$ cat config.mk
export PLATFORM = sky130hd
export DESIGN_NAME = bcd_display_scanner
export DESIGN_NICKNAME = d
export VERILOG_FILES = /design/src/rtl/seg7_pkg.sv /design/src/rtl/refresh_prescaler.sv /design/src/rtl/bcd_display_scanner.sv
export SDC_FILE = /design/constraint.sdc
export NUM_CORES = 1
export LEC_CHECK = 0
export CAP_MARGIN = 15
export CORE_UTILIZATION = 54
export DETAILED_ROUTE_END_ITERATION = 6
export PLACE_DENSITY_LB_ADDON = 0.08
export SETUP_SLACK_MARGIN = 0.05
export SYNTH_ARGS = -nofsm -noshare
export SYNTH_HDL_FRONTEND = slang
export SYNTH_SLANG_ARGS = --single-unit
$ cat constraint.sdc
create_clock -name CLK100MHZ -period 2.87 [get_ports CLK100MHZ]
set_clock_uncertainty 0.1 [all_clocks]
set_input_delay 0.287 -clock CLK100MHZ [delete_from_list [all_inputs] [get_ports CLK100MHZ]]
set_output_delay 0.287 -clock CLK100MHZ [all_outputs]
set_load 0.1 [all_outputs]
$ cat src/rtl/seg7_pkg.sv
// Seven-segment constants, display payload type and BCD decoder shared by the scanner.
package seg7_pkg;

  localparam int unsigned DIGIT_W    = 4;
  localparam int unsigned SEG_W      = 7;
  localparam int unsigned MAX_DIGITS = 8;

  // Active-low segment patterns, bit order a..g = [6:0]
  localparam logic [SEG_W-1:0] SEG_0     = 7'b0000001;
  localparam logic [SEG_W-1:0] SEG_1     = 7'b1001111;
  localparam logic [SEG_W-1:0] SEG_2     = 7'b0010010;
  localparam logic [SEG_W-1:0] SEG_3     = 7'b0000110;
  localparam logic [SEG_W-1:0] SEG_4     = 7'b1001100;
  localparam logic [SEG_W-1:0] SEG_5     = 7'b0100100;
  localparam logic [SEG_W-1:0] SEG_6     = 7'b0100000;
  localparam logic [SEG_W-1:0] SEG_7     = 7'b0001111;
  localparam logic [SEG_W-1:0] SEG_8     = 7'b0000000;
  localparam logic [SEG_W-1:0] SEG_9     = 7'b0000100;
  localparam logic [SEG_W-1:0] SEG_BLANK = 7'b1111111;
  localparam logic [SEG_W-1:0] SEG_DASH  = 7'b1111110;

  // One full display value: packed BCD digits plus per-digit decimal points
  typedef struct packed {
    logic [MAX_DIGITS*DIGIT_W-1:0] bcd;
    logic [MAX_DIGITS-1:0]         dp;
  } disp_word_t;

  // Non-decimal nibbles render as a dash so bad data is visible
  function automatic logic [SEG_W-1:0] bcd_to_seg(input logic [DIGIT_W-1:0] nibble);
    logic [SEG_W-1:0] seg;
    case (nibble)
      4'd0:    seg = SEG_0;
      4'd1:    seg = SEG_1;
      4'd2:    seg = SEG_2;
      4'd3:    seg = SEG_3;
      4'd4:    seg = SEG_4;
      4'd5:    seg = SEG_5;
      4'd6:    seg = SEG_6;
      4'd7:    seg = SEG_7;
      4'd8:    seg = SEG_8;
      4'd9:    seg = SEG_9;
      default: seg = SEG_DASH;
    endcase
    return seg;
  endfunction

endpackage

$ cat src/rtl/refresh_prescaler.sv
// Digit-slot timer: emits a one-cycle tick every DIV enabled clocks.
module refresh_prescaler #(
  parameter int unsigned DIV = 100_000
) (
  input  logic CLK100MHZ,
  input  logic Resetn,
  input  logic enable,
  output logic tick
);

  localparam int unsigned CNT_W = (DIV > 1) ? $clog2(DIV) : 1;
  localparam logic [CNT_W-1:0] LAST = CNT_W'(DIV - 1);

  logic [CNT_W-1:0] cnt;

  // Count 0..DIV-1 while enabled; hold the count when frozen
  always_ff @(posedge CLK100MHZ or negedge Resetn) begin
    if (!Resetn) begin
      cnt <= '0;
    end else if (enable) begin
      cnt <= (cnt == LAST) ? '0 : cnt + CNT_W'(1);
    end
  end

  // Gated by enable so a frozen count sitting on LAST cannot advance the scan
  assign tick = enable && (cnt == LAST);

endmodule

$ cat src/rtl/bcd_display_scanner.sv
// Time-multiplexed 8-digit common-anode seven-segment driver with frame-aligned double buffering.
module bcd_display_scanner
  import seg7_pkg::*;
#(
  parameter int unsigned REFRESH_DIV = 100_000,
  parameter int unsigned DIGITS      = 8
) (
  input  logic                          CLK100MHZ,
  input  logic                          Resetn,
  input  logic                          enable,
  input  logic                          load,
  input  logic [MAX_DIGITS*DIGIT_W-1:0] bcd_in,
  input  logic [MAX_DIGITS-1:0]         dp_in,
  input  logic                          blank_lz,
  output logic [SEG_W-1:0]              C,
  output logic                          DP,
  output logic [MAX_DIGITS-1:0]         AN,
  output logic                          pending,
  output logic                          frame_tick
);

  localparam int unsigned IDX_W = 3;
  localparam logic [IDX_W-1:0] LAST_IDX = IDX_W'(DIGITS - 1);

  logic                  tick;
  logic                  wrap;
  logic [IDX_W-1:0]      idx;
  disp_word_t            load_word;
  disp_word_t            buffer;
  disp_word_t            shadow;
  logic                  nz_seen;
  logic [MAX_DIGITS-1:0] lz_blank;
  logic [DIGIT_W-1:0]    cur_nibble;

  refresh_prescaler #(
    .DIV (REFRESH_DIV)
  ) u_prescaler (
    .CLK100MHZ (CLK100MHZ),
    .Resetn    (Resetn),
    .enable    (enable),
    .tick      (tick)
  );

  assign load_word  = {bcd_in, dp_in};
  assign wrap       = tick && (idx == LAST_IDX);
  assign cur_nibble = shadow.bcd[{idx, 2'b00} +: DIGIT_W];

  // Scan index advance and frame boundary pulse
  always_ff @(posedge CLK100MHZ or negedge Resetn) begin
    if (!Resetn) begin
      idx        <= '0;
      frame_tick <= 1'b0;
    end else begin
      frame_tick <= wrap;
      if (tick) begin
        idx <= (idx == LAST_IDX) ? '0 : idx + IDX_W'(1);
      end
    end
  end

  // Double buffer: loads land in buffer, shadow only changes at a frame wrap
  always_ff @(posedge CLK100MHZ or negedge Resetn) begin
    if (!Resetn) begin
      buffer  <= '0;
      shadow  <= '0;
      pending <= 1'b0;
    end else if (load && wrap) begin
      buffer  <= load_word;
      shadow  <= load_word;
      pending <= 1'b0;
    end else if (load) begin
      buffer  <= load_word;
      pending <= 1'b1;
    end else if (wrap && pending) begin
      shadow  <= buffer;
      pending <= 1'b0;
    end
  end

  // Leading-zero mask: a digit blanks when it and every active digit above it are zero
  always_comb begin
    nz_seen  = 1'b0;
    lz_blank = '0;
    for (int k = int'(MAX_DIGITS) - 1; k >= 0; k--) begin
      if (k < int'(DIGITS)) begin
        nz_seen     = nz_seen | (shadow.bcd[k*DIGIT_W +: DIGIT_W] != '0);
        lz_blank[k] = blank_lz && !nz_seen && (k != 0);
      end
    end
  end

  // Registered display drive; blank everything while frozen
  always_ff @(posedge CLK100MHZ or negedge Resetn) begin
    if (!Resetn) begin
      AN <= '1;
      C  <= SEG_BLANK;
      DP <= 1'b1;
    end else if (!enable) begin
      AN <= '1;
      C  <= SEG_BLANK;
      DP <= 1'b1;
    end else begin
      AN <= ~(MAX_DIGITS'(1) << idx);
      C  <= lz_blank[idx] ? SEG_BLANK : bcd_to_seg(cur_nibble);
      DP <= ~shadow.dp[idx];
    end
  end

endmodule

==> impl_metrics.json <==
{
  "fin_cells": 593,
  "cap_violations": 0,
  "ys.flop_type": "dfrtp_1",
  "cellLeakagePower_uw": 0.00318,
  "synth_top_cell_by_area": "dfrtp_1",
  "die_w_um": 101,
  "die_area_um2": 10300,
  "final_util_pct": 71.5,
  "totalWireLength_um": 9760,
  "hold_violations": 0,
  "dp_slack_ns": 0.425,
  "cts.sinks": 118,
  "syn_nets": 430,
  "grt_pass1_vias": 3271,
  "dp_hpwl_um": 6790,
  "synth_cell_types": 42,
  "outcome": "finished, final reports clean",
  "min_period_over_period_pct": 85.6,
  "async_flop_share_pct": 100,
  "fin_nets": 509,
  "tightestPinTransition_ns": 0.570,
  "p_switching_uw": 974,
  "clockRootBuffer": "clkbuf_8",
  "synth-seq-cells": 118,
  "antenna_found_initial": 0,
  "setup-violations-final": 0,
  "ir_worst_vdd_uv": 381,
  "via_per_inst": 5.38,
  "worst_slack_ns": 0.413,
  "critical_path_required_ns": 3.19,
  "synth_edf_count": 0,
  "clkPwrFrac_pct": 51.2,
  "cp-end-kind": "register",
  "p_int_uw": 3440,
  "gp_congestion": 0.856,
  "power_density_nw_per_um2": 655,
  "core_area_um2": 9420,
  "die_h_um": 101,
  "final.min_clock_period_ns": 2.46,
  "tns_ns": 0,
  "combPwrFrac_pct": 7.2,
  "hold_class": "primary input to asynchronous set/reset pin",
  "post-route-drc-count": 0,
  "grt-ovfl-total": 0,
  "worst_ep_arrival_time_ns": 2.77,
  "hold_slack_ns": 0.181,
  "n_antenna_cell": 0,
  "synth_top_cell_area_share_pct": 47.9,
  "power_frac_seq_pct": 41.6,
  "layout-drive-gt1-share_pct": 38.1,
  "fillCellCount": 656,
  "syn_to_final_growth_pct": 26.4,
  "cts.path.max_buffers": 2,
  "ant_nets": 0,
  "synthTopCellsByArea": "dfrtp_1 48%, mux2_4 11%, mux2_2 8.7%, dfstp_2 7.9%, mux4_2 4.2%",
  "cp-start-kind": "register",
  "clock.fmax_mhz": 407,
  "syn_area_um2": 5330,
  "slew_headroom_pct": 61.7,
  "crit_fanout": 10,
  "ys_seq_area_share_pct": 55.8,
  "cts_inserted_buffers": 17,
  "yosys_warnings": 0,
  "drv_slew": 0,
  "vias": 3193,
  "dp_cells": 560,
  "synthesis.instances": 372,
  "p_sw_share_pct": 22.1,
  "clock_latency_ns": 0.53,
  "grt_pass1_wl_um": 16500,
  "grt_max_degree": 43,
  "htreeDepth": 4,
  "cts_tree": "built",
  "cts.clk_slew.worst_paths_ns": 0.06,
  "wl_per_cell_um": 16.5,
  "drtIter0Drc": 126,
  "start_util_pct": 56.6,
  "rsz0062_at_grt": "false",
  "r2r_setup_slack_ns": 0.41,
  "syn_area_per_cell_um2": 14.3,
  "io_pins": 63,
  "portBuffers": 62,
  "worstSetupPathType": "register to register",
  "num_rows": 35,
  "drtPass1Iterations": 7,
  "grt_usage_pct": 21.7
}
==> stage by stage <==
stage	instance area, um2	total power [uW]
after global routing	6740	4560
after CTS	6740	4450
after detailed placement	6090	2180
after floorplan	5330	2030
after global placement	6090	2170
final	6740	4410
==> power groups by stage <==
stage / clock network (uW) / registers, uW / logic [uW]
global route: 2360 / 1850 / 351
CTS: 2290 / 1840 / 325
floorplan: 0 / 1880 / 150
finish: 2260 / 1840 / 318
global placement: 0 / 1850 / 314
detailed placement: 0 / 1860 / 321
==> path summary, 6_finish.rpt <==
check | start | end | cells past startpoint
min reg2reg | buffer[16]$_DFFE_PN0P_ | buffer[16]$_DFFE_PN0P_ | 1
max reg2reg | idx[1]$_DFFE_PN0P_ | C[3]$_DFF_PN1_ | 6
max in group asynchronous | Resetn | AN[0]$_DFF_PN1_ | 3
min | Resetn | u_prescaler.cnt[16]$_DFFE_PN0P_ | 2
min in group CLK100MHZ | dp_in[2] | buffer[2]$_DFFE_PN0P_ | 2
max | idx[1]$_DFFE_PN0P_ | C[3]$_DFF_PN1_ | 6
==> final cells by class <==
type / count / area, um2 / share of cell area (%)
inverters: 8 / 30.0 / 0.446
clock buffers: 19 / 432 / 6.41
repair buffers: 77 / 696 / 10.3
flip-flops and latches: 118 / 2970 / 44.1
multi-input cells: 229 / 2240 / 33.3
clock inverters: 13 / 204 / 3.03
well taps: 129 / 161 / 2.40
==> Yosys cell counts (2+ instances only) <==
library cell,n
a21o_1,2
and3_1,4
buf_6,4
clkbuf_1,11
clkinv_1,2
dfrtp_1,102
dfstp_2,16
ha_1,13
inv_1,6
mux2_1,2
mux2_2,41
mux2_4,40
mux2i_1,5
mux4_2,10
nand2_1,20
nand3_1,23
nand4_1,2
nand4bb_1,2
nor2_1,12
nor3_1,2
nor4_1,9
o211ai_1,2
o21ai_0,10
o21ai_1,3
xnor2_1,8
xor2_1,5
==> placed cells by master, fill, tap and decap left out, types with 2 or more instances in the layout <==
cell type,netlist,final
a21o_1,2,2
nor4_1,9,9
buf_4,0,32
nand3_1,23,23
mux2i_1,5,5
nand4bb_1,2,2
dfrtp_1,102,102
o211ai_1,2,2
mux4_2,10,10
clkbuf_16,0,16
nand4_1,2,2
xnor2_1,8,8
bufinv_16,0,5
clkinv_2,0,4
clkinv_4,0,3
dfstp_2,16,16
xor2_1,5,5
nor2_1,12,12
nor3_1,2,2
inv_1,6,6
and3_1,4,4
mux2_4,40,40
clkdlybuf4s50_1,0,42
clkbuf_8,0,2
o21ai_1,3,3
clkinv_1,2,2
nand2_1,20,20
o21ai_0,10,10
mux2_1,2,2
mux2_2,41,41
ha_1,13,13
==> per-layer routing <==
layer	up-vias	GRT usage, %	wire length [um]
li1	1490	-	-
met1	1598	28.8	4500
met2	88	33.3	4630
met3	17	8.01	484
met4	0	7.47	139
met5	-	0	0
==> critical path: stages (launching register included) <==
cell	delay (ns)
dfrtp_1	0.51
buf_4	0.25
mux4_2	0.55
mux2i_4	0.34
mux2_1	0.36
o21ai_0	0.14
nand3_1	0.10
==> repair_timing <==
item / CTS / global route
setup buffers: 0 / 0
hold endpoints to repair: 39 / 0
gates resized for setup: 0 / 0
hold buffers: 1 / 0
==> registers in the layout (all words and copies together) (netlist names) <==
signal	count
pending	1
buffer	40
C	7
idx	3
frame_tick	1
shadow	40
DP	1
AN	8
u_prescaler.cnt	17
==> cells by family after synthesis <==
logic type	after synthesis	share of synthesized area, %
AOI/OAI and AO/OA	23	2.61
adders and majority gates	13	3.05
muxes	99	25.9
buffers and inverters	25	2.35
and+or+nand+nor	81	8.15
DFF	118	55.8
xor gates and xnor gates	13	2.14
Note: power is estimated with default switching activity, not from simulation.
